--- config.mk ---
export PLATFORM = sky130hd
export DESIGN_NAME = xylo_player
export DESIGN_NICKNAME = d
export VERILOG_FILES = /design/src/rtl/xylo_pkg.sv /design/src/rtl/xylo_fifo.sv /design/src/rtl/xylo_player.sv
export SDC_FILE = /design/constraint.sdc
export NUM_CORES = 1
export LEC_CHECK = 0
export CORE_MARGIN = 3
export CORE_UTILIZATION = 35
export CTS_CLUSTER_DIAMETER = 100
export CTS_CLUSTER_SIZE = 24
export DETAILED_ROUTE_END_ITERATION = 8
export SLEW_MARGIN = 20
export SYNTH_ARGS = -nofsm -noshare
export SYNTH_HDL_FRONTEND = slang
export SYNTH_SLANG_ARGS = --single-unit
--- constraint.sdc ---
create_clock -name Clock -period 3.4 [get_ports Clock]
set_input_delay 0.34 -clock Clock [delete_from_list [all_inputs] [get_ports Clock]]
set_output_delay 0.34 -clock Clock [all_outputs]
set_load 0.01 [all_outputs]
--- src/rtl/xylo_pkg.sv ---
// xylo_pkg: note codes, seven-segment patterns and player state shared by the xylophone player
package xylo_pkg;

   localparam logic [2:0] NOTA_C     = 3'd0;
   localparam logic [2:0] NOTA_D     = 3'd1;
   localparam logic [2:0] NOTA_E     = 3'd2;
   localparam logic [2:0] NOTA_F     = 3'd3;
   localparam logic [2:0] NOTA_G     = 3'd4;
   localparam logic [2:0] NOTA_A     = 3'd5;
   localparam logic [2:0] NOTA_B     = 3'd6;
   localparam logic [2:0] NOTA_PAUSA = 3'd7;

   localparam logic [6:0] SEG_C     = 7'h4E;
   localparam logic [6:0] SEG_D     = 7'h3D;
   localparam logic [6:0] SEG_E     = 7'h4F;
   localparam logic [6:0] SEG_F     = 7'h47;
   localparam logic [6:0] SEG_G     = 7'h5E;
   localparam logic [6:0] SEG_A     = 7'h77;
   localparam logic [6:0] SEG_B     = 7'h1F;
   localparam logic [6:0] SEG_PAUSA = 7'h00;

   typedef enum logic {OCIOSO, TOCANDO} estado_t;

   // Letter shown on the display for a note code; a rest blanks it.
   function automatic logic [6:0] seg_of(input logic [2:0] n);
      return n == NOTA_C ? SEG_C :
             n == NOTA_D ? SEG_D :
             n == NOTA_E ? SEG_E :
             n == NOTA_F ? SEG_F :
             n == NOTA_G ? SEG_G :
             n == NOTA_A ? SEG_A :
             n == NOTA_B ? SEG_B : SEG_PAUSA;
   endfunction

endpackage

--- src/rtl/xylo_fifo.sv ---
// xylo_fifo: synchronous note FIFO; pointers carry an extra bit so full and empty differ
module xylo_fifo #(
   parameter int DEPTH = 8,
   parameter int W     = 12
) (
   input  logic                     clk,
   input  logic                     rst,
   input  logic                     push,
   input  logic                     pop,
   input  logic [W-1:0]             din,
   output logic [W-1:0]             dout,
   output logic [$clog2(DEPTH):0]   nivel,
   output logic                     full,
   output logic                     empty
);
   localparam int AW = $clog2(DEPTH);

   logic [AW:0]  wr_q, wr_d, rd_q, rd_d;
   logic [W-1:0] mem_q [DEPTH];
   logic         push_ok, pop_ok;

   assign nivel   = wr_q - rd_q;
   assign full    = nivel == (AW+1)'(DEPTH);
   assign empty   = wr_q == rd_q;
   assign push_ok = push && !full;
   assign pop_ok  = pop && !empty;
   assign dout    = mem_q[rd_q[AW-1:0]];

   // Advance each pointer by one on an accepted push or pop; a full FIFO refuses pushes even when popping.
   always_comb begin
      wr_d = push_ok ? wr_q + (AW+1)'(1) : wr_q;
      rd_d = pop_ok  ? rd_q + (AW+1)'(1) : rd_q;
   end

   // Pointer registers, cleared by reset.
   always_ff @(posedge clk or posedge rst) begin
      if (rst) begin
         wr_q <= '0;
         rd_q <= '0;
      end else begin
         wr_q <= wr_d;
         rd_q <= rd_d;
      end
   end

   // Storage needs no reset: a slot is only read after it has been written.
   always_ff @(posedge clk) begin
      if (push_ok) mem_q[wr_q[AW-1:0]] <= din;
   end

endmodule

--- src/rtl/xylo_player.sv ---
// xylo_player: buffered, timed note player driving the seven-segment letter, octave and status flags
module xylo_player
   import xylo_pkg::*;
#(
   parameter int DEPTH = 8,
   parameter int DUR_W = 8,
   parameter int PRESC = 1000
) (
   input  logic                     Clock,
   input  logic                     Reset,
   input  logic                     Valido,
   output logic                     Pronto,
   input  logic                     Tom,
   input  logic [2:0]               Notas,
   input  logic [DUR_W-1:0]         Duracao,
   input  logic                     Pausa,
   output logic [6:0]               Saidas,
   output logic                     Oitava,
   output logic                     Tocando,
   output logic                     Inicio,
   output logic [$clog2(DEPTH):0]   Nivel
);
   localparam int              PW   = PRESC > 1 ? $clog2(PRESC) : 1;
   localparam logic [PW-1:0]   LAST = PW'(PRESC - 1);

   estado_t            state_q, state_d;
   logic [PW-1:0]      pres_q, pres_d;
   logic [DUR_W-1:0]   ticks_q, ticks_d;
   logic [6:0]         seg_q, seg_d;
   logic               oit_q, oit_d, toc_q, toc_d, ini_q, ini_d;

   logic [DUR_W+3:0]   f_dout;
   logic               f_full, f_empty;
   logic               wrap, tick_end, pop;
   logic               n_tom;
   logic [2:0]         n_nota;
   logic [DUR_W-1:0]   n_dur;

   xylo_fifo #(.DEPTH(DEPTH), .W(DUR_W + 4)) u_fifo (
      .clk   (Clock),
      .rst   (Reset),
      .push  (Valido),
      .pop   (pop),
      .din   ({Tom, Notas, Duracao}),
      .dout  (f_dout),
      .nivel (Nivel),
      .full  (f_full),
      .empty (f_empty)
   );

   assign {n_tom, n_nota, n_dur} = f_dout;
   assign wrap     = state_q == TOCANDO && !Pausa && pres_q == LAST;
   assign tick_end = wrap && ticks_q == DUR_W'(1);
   assign pop      = !f_empty && (state_q == OCIOSO || tick_end);

   assign Pronto  = !f_full;
   assign Saidas  = seg_q;
   assign Oitava  = oit_q;
   assign Tocando = toc_q;
   assign Inicio  = ini_q;

   // Next state: load a note on every pop, fall idle when the last tick ends with nothing queued,
   // otherwise run the prescaler and tick counter unless paused.
   always_comb begin
      state_d = state_q;
      pres_d  = pres_q;
      ticks_d = ticks_q;
      seg_d   = seg_q;
      oit_d   = oit_q;
      toc_d   = toc_q;
      ini_d   = 1'b0;
      if (pop) begin
         state_d = TOCANDO;
         pres_d  = '0;
         ticks_d = n_dur == '0 ? DUR_W'(1) : n_dur;
         seg_d   = seg_of(n_nota);
         oit_d   = n_tom;
         toc_d   = 1'b1;
         ini_d   = 1'b1;
      end else if (tick_end) begin
         state_d = OCIOSO;
         pres_d  = '0;
         ticks_d = '0;
         seg_d   = '0;
         oit_d   = 1'b0;
         toc_d   = 1'b0;
      end else if (state_q == TOCANDO && !Pausa) begin
         pres_d  = wrap ? '0 : pres_q + PW'(1);
         ticks_d = wrap ? ticks_q - DUR_W'(1) : ticks_q;
      end
   end

   // Player registers; reset returns everything to the silent idle state at once.
   always_ff @(posedge Clock or posedge Reset) begin
      if (Reset) begin
         state_q <= OCIOSO;
         pres_q  <= '0;
         ticks_q <= '0;
         seg_q   <= '0;
         oit_q   <= 1'b0;
         toc_q   <= 1'b0;
         ini_q   <= 1'b0;
      end else begin
         state_q <= state_d;
         pres_q  <= pres_d;
         ticks_q <= ticks_d;
         seg_q   <= seg_d;
         oit_q   <= oit_d;
         toc_q   <= toc_d;
         ini_q   <= ini_d;
      end
   end

endmodule
# Word level (Yosys, flattened, before mapping)
# Memory sizes are Yosys's and may differ from the RTL's.
# Index checks and enable logic that the tools add are counted.
dict set report classes {
  add_sub_neg 5
  eq_ne 10
  muxes 24
  n_bitwise 1
  n_reduce_logical 16
}
# cell n
set ops {}
lappend ops {{$mux 7} 8}
lappend ops {{$mux 10} 4}
lappend ops {{$mux 8} 5}
lappend ops {{$add 10x1->10 const B} 1}
lappend ops {{$eq 10x10->1 const B} 1}
lappend ops {{$eq 3x3->1 const B} 3}
lappend ops {{$add 4x1->4 const B} 2}
lappend ops {{$eq 8x1->1 const B} 1}
lappend ops {{$logic_not 8->1} 1}
lappend ops {{$sub 8x1->8 const B} 1}
lappend ops {{$eq 3x2->1 const B} 2}
lappend ops {{$logic_and 1x1->1} 6}
lappend ops {{$mux 1} 6}
lappend ops {{$reduce_bool 3->1} 2}
lappend ops {{$mux 5} 1}
lappend ops {{$eq 4x4->1} 1}
lappend ops {{$eq 4x4->1 const B} 1}
lappend ops {{$sub 4x4->4} 1}
lappend ops {{$eq 3x1->1 const B} 1}
lappend ops {{$logic_not 1->1} 3}
lappend ops {{$logic_not 3->1} 1}
lappend ops {{$reduce_and 2->1} 1}
lappend ops {{$reduce_bool 2->1} 1}
lappend ops {{$logic_or 1x1->1} 1}
lappend ops {{$not 1->1} 1}
dict set report totals {
  regBits 36
  mem_bits_rw 96
  inputBits 16
  out_inout_bits 15
  elab_cells 65
  mem_count 1
}
# name depth width read_ports rd_clocked_by_memory_dff write_ports line
set mem_list {}
lappend mem_list {u_fifo.mem_q 8 12 1 0 1 xylo_fifo.sv:19} ;# logic [W-1:0] mem_q [DEPTH];

# Longest topological paths before layout
# Gate-level depths: netlist (run 1).
# An unclocked memory read counts as a cell.
dict set report depth {
  ltp_word 10
  depth_mapped 11
  depth_no_buf 9
}

# By module
# Synthesis (run 1) repeated with hierarchy kept, for this count alone.
dict set report unflattened {
  hier_cells 394
  hier_area_um2 5858.1
}
# mod n_inst cells_per_inst area_per_inst_um2 seq_area_each_um2
set modules_own_cells {}
lappend modules_own_cells {xylo_fifo 1 227 4211.5 3083.0}
lappend modules_own_cells {xylo_player 1 167 1646.6 700.7}

# Worst setup path after synthesis (run 1)
# No wires, ideal clock.
dict set report synth_path {
  kind {register -> register}
  from {register u_fifo.rd_q[1]}
  to {memory u_fifo.mem_q[2][0], enable pin}
  setup_time_ns 0.417
  t_arrival_ns 3.195
  t_required_ns 2.983
  path_slack_ns -0.212
  stages_incl_launch_ff 9
  n_path_buf 2
  period_less_slack_ns 3.612
  cell_sequence {dfrtp_1 buf_2 buf_2 inv_1 fa_1 xor2_1 or3_1 o31ai_2 nor4b_1}
}
dict set report synth_between {
  elab_chain_cells 6
}
# element line
set synth_rtl {}
lappend synth_rtl {{from (decl)} xylo_fifo.sv:18} ;# logic [AW:0] wr_q, wr_d, rd_q, rd_d;
lappend synth_rtl {{from (signal assigned)} xylo_fifo.sv:42} ;# rd_q <= rd_d;
lappend synth_rtl {{$sub 4x4->4} xylo_fifo.sv:22} ;# assign nivel = wr_q - rd_q;
lappend synth_rtl {{net Nivel[2]} xylo_player.sv:21} ;# output logic [$clog2(DEPTH):0] Nivel
lappend synth_rtl {{$eq 4x4->1} xylo_fifo.sv:23} ;# assign full = nivel == (AW+1)'(DEPTH);
lappend synth_rtl {{$logic_not 1->1} xylo_fifo.sv:25} ;# assign push_ok = push && !full;
lappend synth_rtl {{$logic_and 1x1->1} xylo_fifo.sv:25}
lappend synth_rtl {{$mux 1} xylo_fifo.sv:48} ;# if (push_ok) mem_q[wr_q[AW-1:0]] <= din;
lappend synth_rtl {{$mux 1 (implied by the code)} xylo_fifo.sv:48}
lappend synth_rtl {{to (decl)} xylo_fifo.sv:19}
# The timed path passes the listed nets, and every way through them passes these cells.

# Worst setup path in the final report (run 1)
dict set report layout_path {
  from {register u_fifo.wr_q[0]}
  to {memory u_fifo.mem_q[6][7], enable pin}
}
dict set report layout_between {
  elab_chain_cells 6
}
# element line
set layout_rtl {}
lappend layout_rtl {{from (decl)} xylo_fifo.sv:18}
lappend layout_rtl {{from (signal assigned)} xylo_fifo.sv:41} ;# wr_q <= wr_d;
lappend layout_rtl {{$sub 4x4->4} xylo_fifo.sv:22}
lappend layout_rtl {{$eq 4x4->1} xylo_fifo.sv:23}
lappend layout_rtl {{$logic_not 1->1} xylo_fifo.sv:25}
lappend layout_rtl {{$logic_and 1x1->1} xylo_fifo.sv:25}
lappend layout_rtl {{$mux 1} xylo_fifo.sv:48}
lappend layout_rtl {{$mux 1 (implied by the code)} xylo_fifo.sv:48}
# Several ways; a longest one is shown, not always the timed one.

==> flow_summary.yaml, run 1 <==
outcome:
  status: "finished, final reports clean"
timing:
  min_period_ps: 3020
  worstMarginPinSlew_ps: 811
  worst_slack_ps: 376
  max_freq_ghz: 0.331
  fin_crit_sh_pct: 88.9
  fin_setup_tns_ps: 0
  rsz0062_at_grt: "no"
  skew_ps: 11.2
  finalSetupViolations: 0
  final-max-slew-violation-count: 0
  finalHoldViolations: 0
  hold_ws_ps: 344
  maxSlewHeadroom_pct: 45.5
cts:
  cts.reportedPaths.clkPinSlew_ps: 60
  cts_inserted_buffers: 17
  cts_tree: "built"
  clk_latency_ps: 420
  cts_setup_buffers: 0
  cts_sinks: 132
  cts_root_buffer: "clkbuf_16"
  cts_hold_buf: 0
  htree_levels: 4
  cts_buffer_depth: 2
  cts_resized: 0
power:
  power_frac_clock_pct: 38.5
  p_sw_share_pct: 26.4
  finalPower_mw: 4.56
  p_switching_mw: 1.20
  combPwrFrac_pct: 16.0
  p_seq_share_pct: 45.5
  cellPowerDensity_nw_per_um2: 668
  p_int_mw: 3.36
  cellLeakagePower_nw: 2.47
  irDropWorstVdd_v: 0.000407
synth:
  synth_top_family_by_area: "multiplexers"
  yosys.area.top_type: "edfxtp_1"
  synth_compound_area_share_pct: 5.25
  synth_mux_area_share_pct: 11.8
  synthAdderAreaFrac_pct: 2.15
  synth_xor_area_share_pct: 2.50
  synthCells: 351
  synth_flop_cell: "edfxtp_1"
  synth_edf_count: 96
  synth.yosys.seq_area_share_pct: 67.6
  async_reset_ff_share_pct: 27.3
  synthTopCellsByArea: "edfxtp_1 51%, dfrtp_1 16%, mux4_2 9.7%"
  ys_ff_latch: 132
  syn-num-nets: 376
  netlist_area_um2: 5600
  syn_area_per_cell_um2: 15.9
  netlist.area_leader.share_pct: 51.5
  synth_warnings: 0
  yosys.area_share.simple_pct: 8.38
  ys_types: 50
place:
  dp_slack_ps: 253
  place_congestion: 0.820
  place_hpwl_mm: 7.16
  port_buffers: 30
  dp_cells: 592
worst_setup_path:
  cpPeakStageDelay_ps: 730
  required_ps: 3440
  critPathKind: "reg2reg"
  worstPathMaxFanout: 12
  cp.arrival_ps: 3060
  crit_path_top_delay_cell: "nor3b_4"
  worstSetupEndpointType: "flop"
  worstPathCellList: "inv_1, ha_1, inv_1, fa_1, xor2_1, or3_1, or3_1, nand3_1, nor3b_4"
  critPathLaunchType: "flop"
grt:
  grt_max_degree: 37
  grt_pass1_wl_mm: 18.1
  grt_pass1_vias: 3297
  antenna_found_initial: 0
  grt_use_total_pct: 13.6
  overflow: 0
finish:
  drive_gt1_share_pct: 20.1
  area_growth_pct: 21.9
  n_antenna_cell: 0
  fin_nets: 425
  final_cells: 624
  num-fill-cells: 1350
floorplan:
  fp.coreArea_um2: 15400
  die_x_um: 132
  num_rows: 45
  io_pins: 31
  die_area_um2: 17500
  die_h_um: 132
  initial_core_util_pct: 36.3
route:
  routed_wl_mm: 11.1
  wl_per_cell_um: 17.8
  route.met2.wl_mm: 5.53
  drc: 0
  highest_layer: "met4"
  via_per_inst: 5.02
  drt-initial-drc-count: 181
  wl_met1_mm: 4.98
  num_vias: 3135
  wl_met3_um: 518
  dr.pass1.iters: 4
  ant_nets: 0
hold_path:
  holdCritPathClass: "in2async"
job:
  drv_cap: 0
## cell usage after synthesis (3+ instances only)
cell      number
or3_1          4
o21ai_0       17
edfxtp_1      96
dfrtp_1       36
ha_1           8
xor2_1         9
buf_2          7
a22o_1         3
nor4_1         4
inv_1         12
nand3_1        8
nand2_1       30
nor2_1        10
mux4_2        24
xnor2_1        7
nor3_1         7
and3_1         6
nand4_1        7
mux2i_1       11
a21oi_1        3
## cell type report
type                    instances  area (um^2)  area share (%)
clock buffers                  23          478            7.00
clock inverters                 9         95.1            1.39
inverters                      13         48.8           0.715
multi-input cells             193         1750            25.7
flip-flops and latches        132         3780            55.4
well taps                     211          264            3.87
repair buffers                 43          400            5.87
## state kept, by name (all words and copies together), names as in the netlist
register	flops
Inicio	1
Oitava	1
Saidas	7
Tocando	1
pres_q	10
ticks_q	8
u_fifo.mem_q	96
u_fifo.rd_q	4
u_fifo.wr_q	4
## worst max-delay path, delay by kind of cell (launching register included)
kind,cells,cell delay (ps)
adders and majority gates,2,570
DFF,1,370
buffers and inverters,2,200
xor gates and xnor gates,1,170
and+or+nand+nor,4,1340
## worst paths after layout
kind,start,end,slack (ps),cells after the start
worst max-delay path,u_fifo.wr_q[0],u_fifo.mem_q[6][7],380,9
worst min-delay path,Reset,Saidas[1],340,3
worst max register to register,u_fifo.wr_q[0],u_fifo.mem_q[6][7],380,9
worst min register to register,Saidas[3],Saidas[3],470,2
max in group asynchronous,Reset,u_fifo.wr_q[3],2720,3
min in group Clock,Saidas[3],Saidas[3],470,2
## stage by stage
stage	utilization [%]	cell area, um^2
floorplan	-	5600
global placement	40.3	6220
detailed placement	40.4	6230
CTS	44.1	6800
global route	44.2	6820
finish	44.2	6820
## power groups by stage
| stage | Combinational, mW | Sequential, mW | Clock (mW) |
|---|---|---|---|
| 2_1_floorplan | 0.392 | 2.09 | 0 |
| 3_3_place_gp | 0.689 | 2.09 | 0 |
| 3_5_place_dp | 0.717 | 2.11 | 0 |
| 4_1_cts | 0.720 | 2.07 | 1.79 |
| 5_1_grt | 0.810 | 2.09 | 1.86 |
| 6_report | 0.731 | 2.07 | 1.75 |
## cell families (layout without fill, tap and decap cells)
group / count (synthesis) / in the layout
DFF: 132 / 132
and+or+nand+nor: 91 / 91
AOI/OAI and AO/OA: 41 / 41
muxes: 36 / 36
buffers and inverters: 26 / 88
xor gates and xnor gates: 16 / 16
adders and majority gates: 9 / 9
## placed cells by master, fill, tap and decap left out, types with 11 or more instances in the layout
master           instances
buf_4                   13
clkbuf_16               17
clkdlybuf4s50_1         29
dfrtp_1                 36
edfxtp_1                96
inv_1                   12
mux2i_1                 11
mux4_2                  24
nand2_1                 30
o21ai_0                 17
## per-layer routing
layer | up-vias | track usage, %
met1 | 1597 | 17.5
met2 | 59 | 21.5
met3 | 9 | 4.79
li1 | 1470 | -
met5 | - | 0
met4 | 0 | 4.39
(Power assumes the default switching activity.)
==> run 2, diff against run 1 <==
--- a/config.mk
+++ b/config.mk
@@ -5,11 +5,11 @@
 export SDC_FILE = /design/constraint.sdc
 export NUM_CORES = 1
 export LEC_CHECK = 0
-export CORE_MARGIN = 3
 export CORE_UTILIZATION = 35
 export CTS_CLUSTER_DIAMETER = 100
 export CTS_CLUSTER_SIZE = 24
 export DETAILED_ROUTE_END_ITERATION = 8
+export GPL_ROUTABILITY_DRIVEN = 0
 export SLEW_MARGIN = 20
 export SYNTH_ARGS = -nofsm -noshare
 export SYNTH_HDL_FRONTEND = slang
==> constraint.sdc (replaced) <==
create_clock -name Clock -period 2.8 [get_ports Clock]
set_input_delay 0.28 -clock Clock [delete_from_list [all_inputs] [get_ports Clock]]
set_output_delay 0.28 -clock Clock [all_outputs]
set_load 0.01 [all_outputs]
==> run 2 against run 1 <==
Against the previous run: global-route usage up 1.1 points; via count is 0.22% lower; core utilization rose by 0.92 points; total power grew 26%.
==> flow_summary.yaml, run 2 (synthesis gave the netlist of run 1 again) <==
timing:
  maxSlewHeadroom_pct: 48.2
  max_freq_ghz: 0.372
  rsz0062_at_grt: "no"
  finalHoldViolations: 0
  min_period_ps: 2690
  fin_setup_tns_ps: 0
  worstMarginPinSlew_ps: 755
  hold_ws_ps: 290
  skew_ps: 11.3
  finalSetupViolations: 0
  fin_crit_sh_pct: 96.0
  final-max-slew-violation-count: 0
grt:
  antenna_found_initial: 0
  grt_pass1_wl_mm: 17.8
  grt_pass1_vias: 3236
  grt_max_degree: 37
  grt_use_total_pct: 14.7
  overflow: 0
job:
  drv_cap: 0
power:
  cellLeakagePower_nw: 2.54
  p_int_mw: 4.24
  power_frac_clock_pct: 38.4
  combPwrFrac_pct: 17.7
  irDropWorstVdd_v: 0.000437
  p_seq_share_pct: 43.8
  cellPowerDensity_nw_per_um2: 821
  p_sw_share_pct: 25.9
  p_switching_mw: 1.48
finish:
  n_antenna_cell: 0
  largest_register_ff_count: 96
  fin_nets: 433
  final_cells: 631
  area_growth_pct: 24.5
  drive_gt1_share_pct: 23.6
  layout_commonest_cell: "edfxtp_1"
  design_area_um2: 6970
  final_cell_mix: "96 x edfxtp_1, 36 x dfrtp_1, 30 x nand2_1"
worst_setup_path:
  critPathCapture: "Pronto"
  rr_startpoint: "u_fifo.rd_q[1]"
  reg2reg_slack_ps: 220
  cpPeakStageDelay_ps: 440
  critPathLaunchType: "flop"
  required_ps: 2520
  crit_buf_inv: 2
  crit_path_top_delay_cell: "fa_2"
  r2r_cells: 8
  worstPathMaxFanout: 3
  r2r_end: "u_fifo.mem_q[5][6]"
  worstSetupEndpointType: "output pin"
  crit_path_frequent_cell: "or3_4"
  critPathKind: "reg2out"
  cp.arrival_ps: 2410
  worstPathCellList: "ha_1, inv_1, fa_2, or3_4, or3_4, buf_2"
  cp_top_family: "simple AND/OR/NAND/NOR gates"
  cp-startpoint: "u_fifo.rd_q[0]"
  crit_cells: 6
place:
  port_buffers: 30
  dp_cells: 598
  place_hpwl_mm: 7.19
  placed_area_um2: 6340
floorplan:
  die_area_um2: 16500
  die_x_um: 128
  num_rows: 45
  io_pins: 31
  die_h_um: 128
  initial_core_util_pct: 36.3
  fp.coreArea_um2: 15400
route:
  drc: 0
  wl_per_cell_um: 17.5
  ant_nets: 0
  dr.pass1.iters: 4
  routed_wl_mm: 11.0
  via_per_inst: 4.96
  num_vias: 3128
  drt-initial-drc-count: 137
hold_path:
  holdCritPathClass: "in2async"
cts:
  cts_tree: "built"
  htree_levels: 4
  cts_buffer_depth: 2
  clk_latency_ps: 410
  cts_sinks: 132
  cts_inserted_buffers: 17
  cts_root_buffer: "clkbuf_16"
  cts.reportedPaths.clkPinSlew_ps: 60
outcome:
  status: "finished, final reports clean"
[run 2: routing by layer]
metal	track usage, %	routed length (um)	part of all wire, %	vias up
met5	0	0	0	-
met4	5.61	87	0.79	0
met3	3.45	387	3.5	5
met2	23.2	5360	49	60
met1	19.7	5200	47	1591
li1	-	-	-	1472
[run 2: layout make-up]
| type | instances | area, um^2 |
|---|---|---|
| Fill cell | 1380 | 8460 |
| Sequential cell | 132 | 3780 |
| Multi-Input combinational cell | 193 | 1810 |
| Timing Repair Buffer | 51 | 478 |
| Clock buffer | 18 | 429 |
| Tap cell | 211 | 264 |
| Clock inverter | 13 | 158 |
| Inverter | 13 | 48.8 |
[run 2: tightest hold or removal path, delay by kind of cell]
kind / cells / cell delay (ps)
buffers and inverters: 3 / 840
[run 2: per-stage QoR]
step / util (%) / power [mW] / worst slack (ps)
floorplan: - / 3.14 / -71.5
CTS: 44.9 / 5.75 / 18.1
finish: 45.2 / 5.72 / 111
detailed placement: 41.1 / 3.54 / 11.9
global placement: 41.1 / 3.52 / 69.6
global route: 45.2 / 5.97 / 0.412
[run 2: what timing repair did]
item,CTS,global route
gates resized for setup,5,0
buffers inserted,0,2
setup endpoints to repair,9,24
hold buffers,0,0
pin swaps,0,2
gates cloned,0,0
[run 2: how the worst min path moves through the flow]
stage,to,slack (ps),depth (start not counted)
3_3_place_gp,Saidas[3],460,2
3_5_place_dp,Saidas[3],460,2
4_1_cts,Saidas[3],290,3
5_1_grt,Saidas[6],340,3
2_1_floorplan,u_fifo.mem_q[0][0],380,0
6_report,Saidas[1],290,3
[run 2: power groups by stage]
| stage | Sequential [mW] | Clock [mW] | Combinational, mW |
|---|---|---|---|
| final | 2.51 | 2.20 | 1.02 |
| after global routing | 2.54 | 2.32 | 1.11 |
| after CTS | 2.51 | 2.24 | 1.00 |
| after detailed placement | 2.54 | 0 | 0.995 |
| after global placement | 2.54 | 0 | 0.979 |
| after floorplan | 2.55 | 0 | 0.590 |
==> run 3, diff against run 2 <==
--- a/config.mk
+++ b/config.mk
@@ -5,7 +5,9 @@
 export SDC_FILE = /design/constraint.sdc
 export NUM_CORES = 1
 export LEC_CHECK = 0
+export ABC_AREA = 1
 export CORE_UTILIZATION = 35
+export CTS_BUF_LIST = sky130_fd_sc_hd__clkbuf_4 sky130_fd_sc_hd__clkbuf_8 sky130_fd_sc_hd__clkbuf_16
 export CTS_CLUSTER_DIAMETER = 100
 export CTS_CLUSTER_SIZE = 24
 export DETAILED_ROUTE_END_ITERATION = 8
==> run 3 against run 2 <==
Against the previous run: synthesized cell count is 85% higher; synthesized area is 11% higher; global-route usage is 2.6 points higher; first-iteration DRC count grew to 2.9 times the previous value; final area is 6.4% higher; clock power is 4% lower; final cell count is 47% higher; sequential share of layout area is 3.2 points lower; maximum frequency is 2.4% higher; combinational power hardly changed; critical endpoint is now u_fifo.mem_q[1][10]; largest cell class unchanged; highest routed layer unchanged.
==> flow_summary.yaml, run 3 <==
outcome:
  status: "finished, final reports clean"
synth:
  synth_xor_area_share_pct: 2.26
  syn_area_per_cell_um2: 9.55
  synth_mux_area_share_pct: 0
  netlist_area_um2: 6200
  yosys-top-cells-count: "235 x nand2_1, 96 x edfxtp_1, 76 x nand3_1, 69 x inv_1, 38 x nor2_1"
  syn-num-nets: 674
  ys_types: 37
  netlist.area_leader.share_pct: 46.5
  synthCells: 649
  synth_top_family_by_area: "simple AND/OR/NAND/NOR gates"
  yosys.area_share.simple_pct: 25.7
  synth_compound_area_share_pct: 2.72
  yosysMostFrequentCell: "nand2_1"
  synthAdderAreaFrac_pct: 1.94
  synthTopCellsByArea: "edfxtp_1 46%, dfrtp_1 15%, nand2_1 14%"
  yosys.area.top_type: "edfxtp_1"
  synth_edf_count: 96
  synth_warnings: 0
  ys_ff_latch: 132
  synth_flop_cell: "edfxtp_1"
  synth.yosys.seq_area_share_pct: 61.0
  async_reset_ff_share_pct: 27.3
timing:
  maxSlewHeadroom_pct: 62.8
  min_period_ps: 2630
  skew_ps: 8.18
  finalSetupViolations: 0
  finalHoldViolations: 0
  fin_crit_sh_pct: 93.8
  worstMarginPinSlew_ps: 557
  max_freq_ghz: 0.381
  hold_ws_ps: 267
  worst_slack_ps: 173
  rsz0062_at_grt: "yes"
  final-max-slew-violation-count: 0
worst_setup_path:
  cpPeakStageDelay_ps: 430
  reg2reg_slack_ps: 170
  crit_buf_inv: 4
  critPathKind: "reg2reg"
  cp.arrival_ps: 2750
  required_ps: 2920
  crit_path_top_delay_cell: "dfrtp_1"
  cp_top_family: "simple AND/OR/NAND/NOR gates"
  worstSetupEndpointType: "flop"
  critPathLaunchType: "flop"
  worstPathMaxFanout: 12
  crit_path_frequent_cell: "nand2_1"
  worstPathCellList: "inv_2, ha_1, inv_1, fa_1, xor2_2, nor3_1, nand2_1, nand2_1, inv_1, nand2_1, nor2_2, buf_4"
cts:
  clk_latency_ps: 430
  cts_root_buffer: "clkbuf_16"
  cts_setup_buffers: 0
  htree_levels: 4
  cts_tree: "built"
  cts_inserted_buffers: 17
  cts_sinks: 132
  cts_buffer_depth: 2
  cts.reportedPaths.clkPinSlew_ps: 60
floorplan:
  initial_core_util_pct: 35.9
  die_area_um2: 18300
  num_rows: 48
  die_x_um: 135
  io_pins: 31
  die_h_um: 135
  fp.coreArea_um2: 17300
power:
  p_sw_share_pct: 29.3
  power_frac_clock_pct: 37.5
  combPwrFrac_pct: 17.6
  p_switching_mw: 1.65
  cellPowerDensity_nw_per_um2: 762
  irDropWorstVdd_v: 0.000374
  cellLeakagePower_nw: 3.17
  p_int_mw: 3.99
  p_seq_share_pct: 44.9
finish:
  n_antenna_cell: 0
  largest_register_ff_count: 96
  fin_util_pct: 42.8
  area_growth_pct: 19.5
  design_area_um2: 7410
  final_cell_mix: "234 x nand2_1, 96 x edfxtp_1, 76 x nand3_1"
  fin_nets: 716
  seqCellArea_um2: 3780
  layout_commonest_cell: "nand2_1"
  multi_input_area_um2: 2080
  drive_gt1_share_pct: 9.66
  num-fill-cells: 1653
place:
  place_hpwl_mm: 9.86
  placed_area_um2: 6850
  dp_slack_ps: 152
  port_buffers: 30
grt:
  grt_pass1_wl_mm: 23.3
  grt_use_total_pct: 17.3
  antenna_found_initial: 0
  grt_max_degree: 52
  overflow: 0
  grt_pass1_vias: 4364
route:
  dr.pass1.iters: 5
  drt-initial-drc-count: 395
  drc: 0
  wl_per_cell_um: 15.8
  num_vias: 4499
  ant_nets: 0
  routed_wl_mm: 14.7
  via_per_inst: 4.84
job:
  drv_cap: 0
hold_path:
  holdCritPathClass: "in2async"
run 3: tightest hold or removal path: stages:
cell and delay, ps:
clkdlybuf4s50_1 400, inv_1 50, buf_4 400
run 3: metrics by stage:
step                      std cells  setup TNS (ps)  power [mW]
final                           929               0        5.65
after global routing            929            -154        5.89
after CTS                       929               0        5.68
after detailed placement        897               0        3.57
after global placement          897               0        3.53
after floorplan                 649               0        3.16
run 3: final cells by class:
cell class,count,area share (%)
flip-flops and latches,132,51.1
well taps,225,3.80
clock inverters,14,1.72
clock buffers,18,5.84
repair buffers,44,5.84
inverters,72,3.66
multi-input cells,424,28.1
run 3: per-layer routing:
layer | track usage [%] | part of all wire (%) | vias up
met5 | 0 | 0 | -
met4 | 4.99 | 0.94 | 0
met3 | 5.41 | 6.7 | 19
met2 | 27.2 | 46 | 133
met1 | 23.0 | 46 | 2153
li1 | - | - | 2194
run 3: path summary, 6_finish.rpt:
check | from | endpoint | cells after the start
max | u_fifo.wr_q[0] | u_fifo.mem_q[1][10] | 12
min | Reset | u_fifo.wr_q[2] | 3
max reg2reg | u_fifo.wr_q[0] | u_fifo.mem_q[1][10] | 12
min reg2reg | Saidas[2] | Saidas[2] | 2
max in group asynchronous | Reset | pres_q[1] | 3
min in group Clock | Saidas[2] | Saidas[2] | 2
run 3: power groups by stage:
stage	Sequential (mW)	Combinational, mW	Clock [mW]
6_report	2.53	0.997	2.12
5_1_grt	2.56	1.11	2.22
4_1_cts	2.53	1.01	2.14
3_5_place_dp	2.57	0.999	0
3_3_place_gp	2.56	0.969	0
2_1_floorplan	2.53	0.627	0
run 3: repair_timing:
| item | in CTS | in global routing |
|---|---|---|
| gates resized for setup | 0 | 2 |
| hold buffers | 0 | 0 |
| setup endpoints to repair | 0 | 63 |
run 3: cells by family after synthesis:
family / Yosys count
flip-flops: 132
AO/OA/AOI/OAI: 28
XOR/XNOR: 16
buffers and inverters: 93
AND/OR/NAND/NOR: 371
adder cells (fa/ha/maj): 9
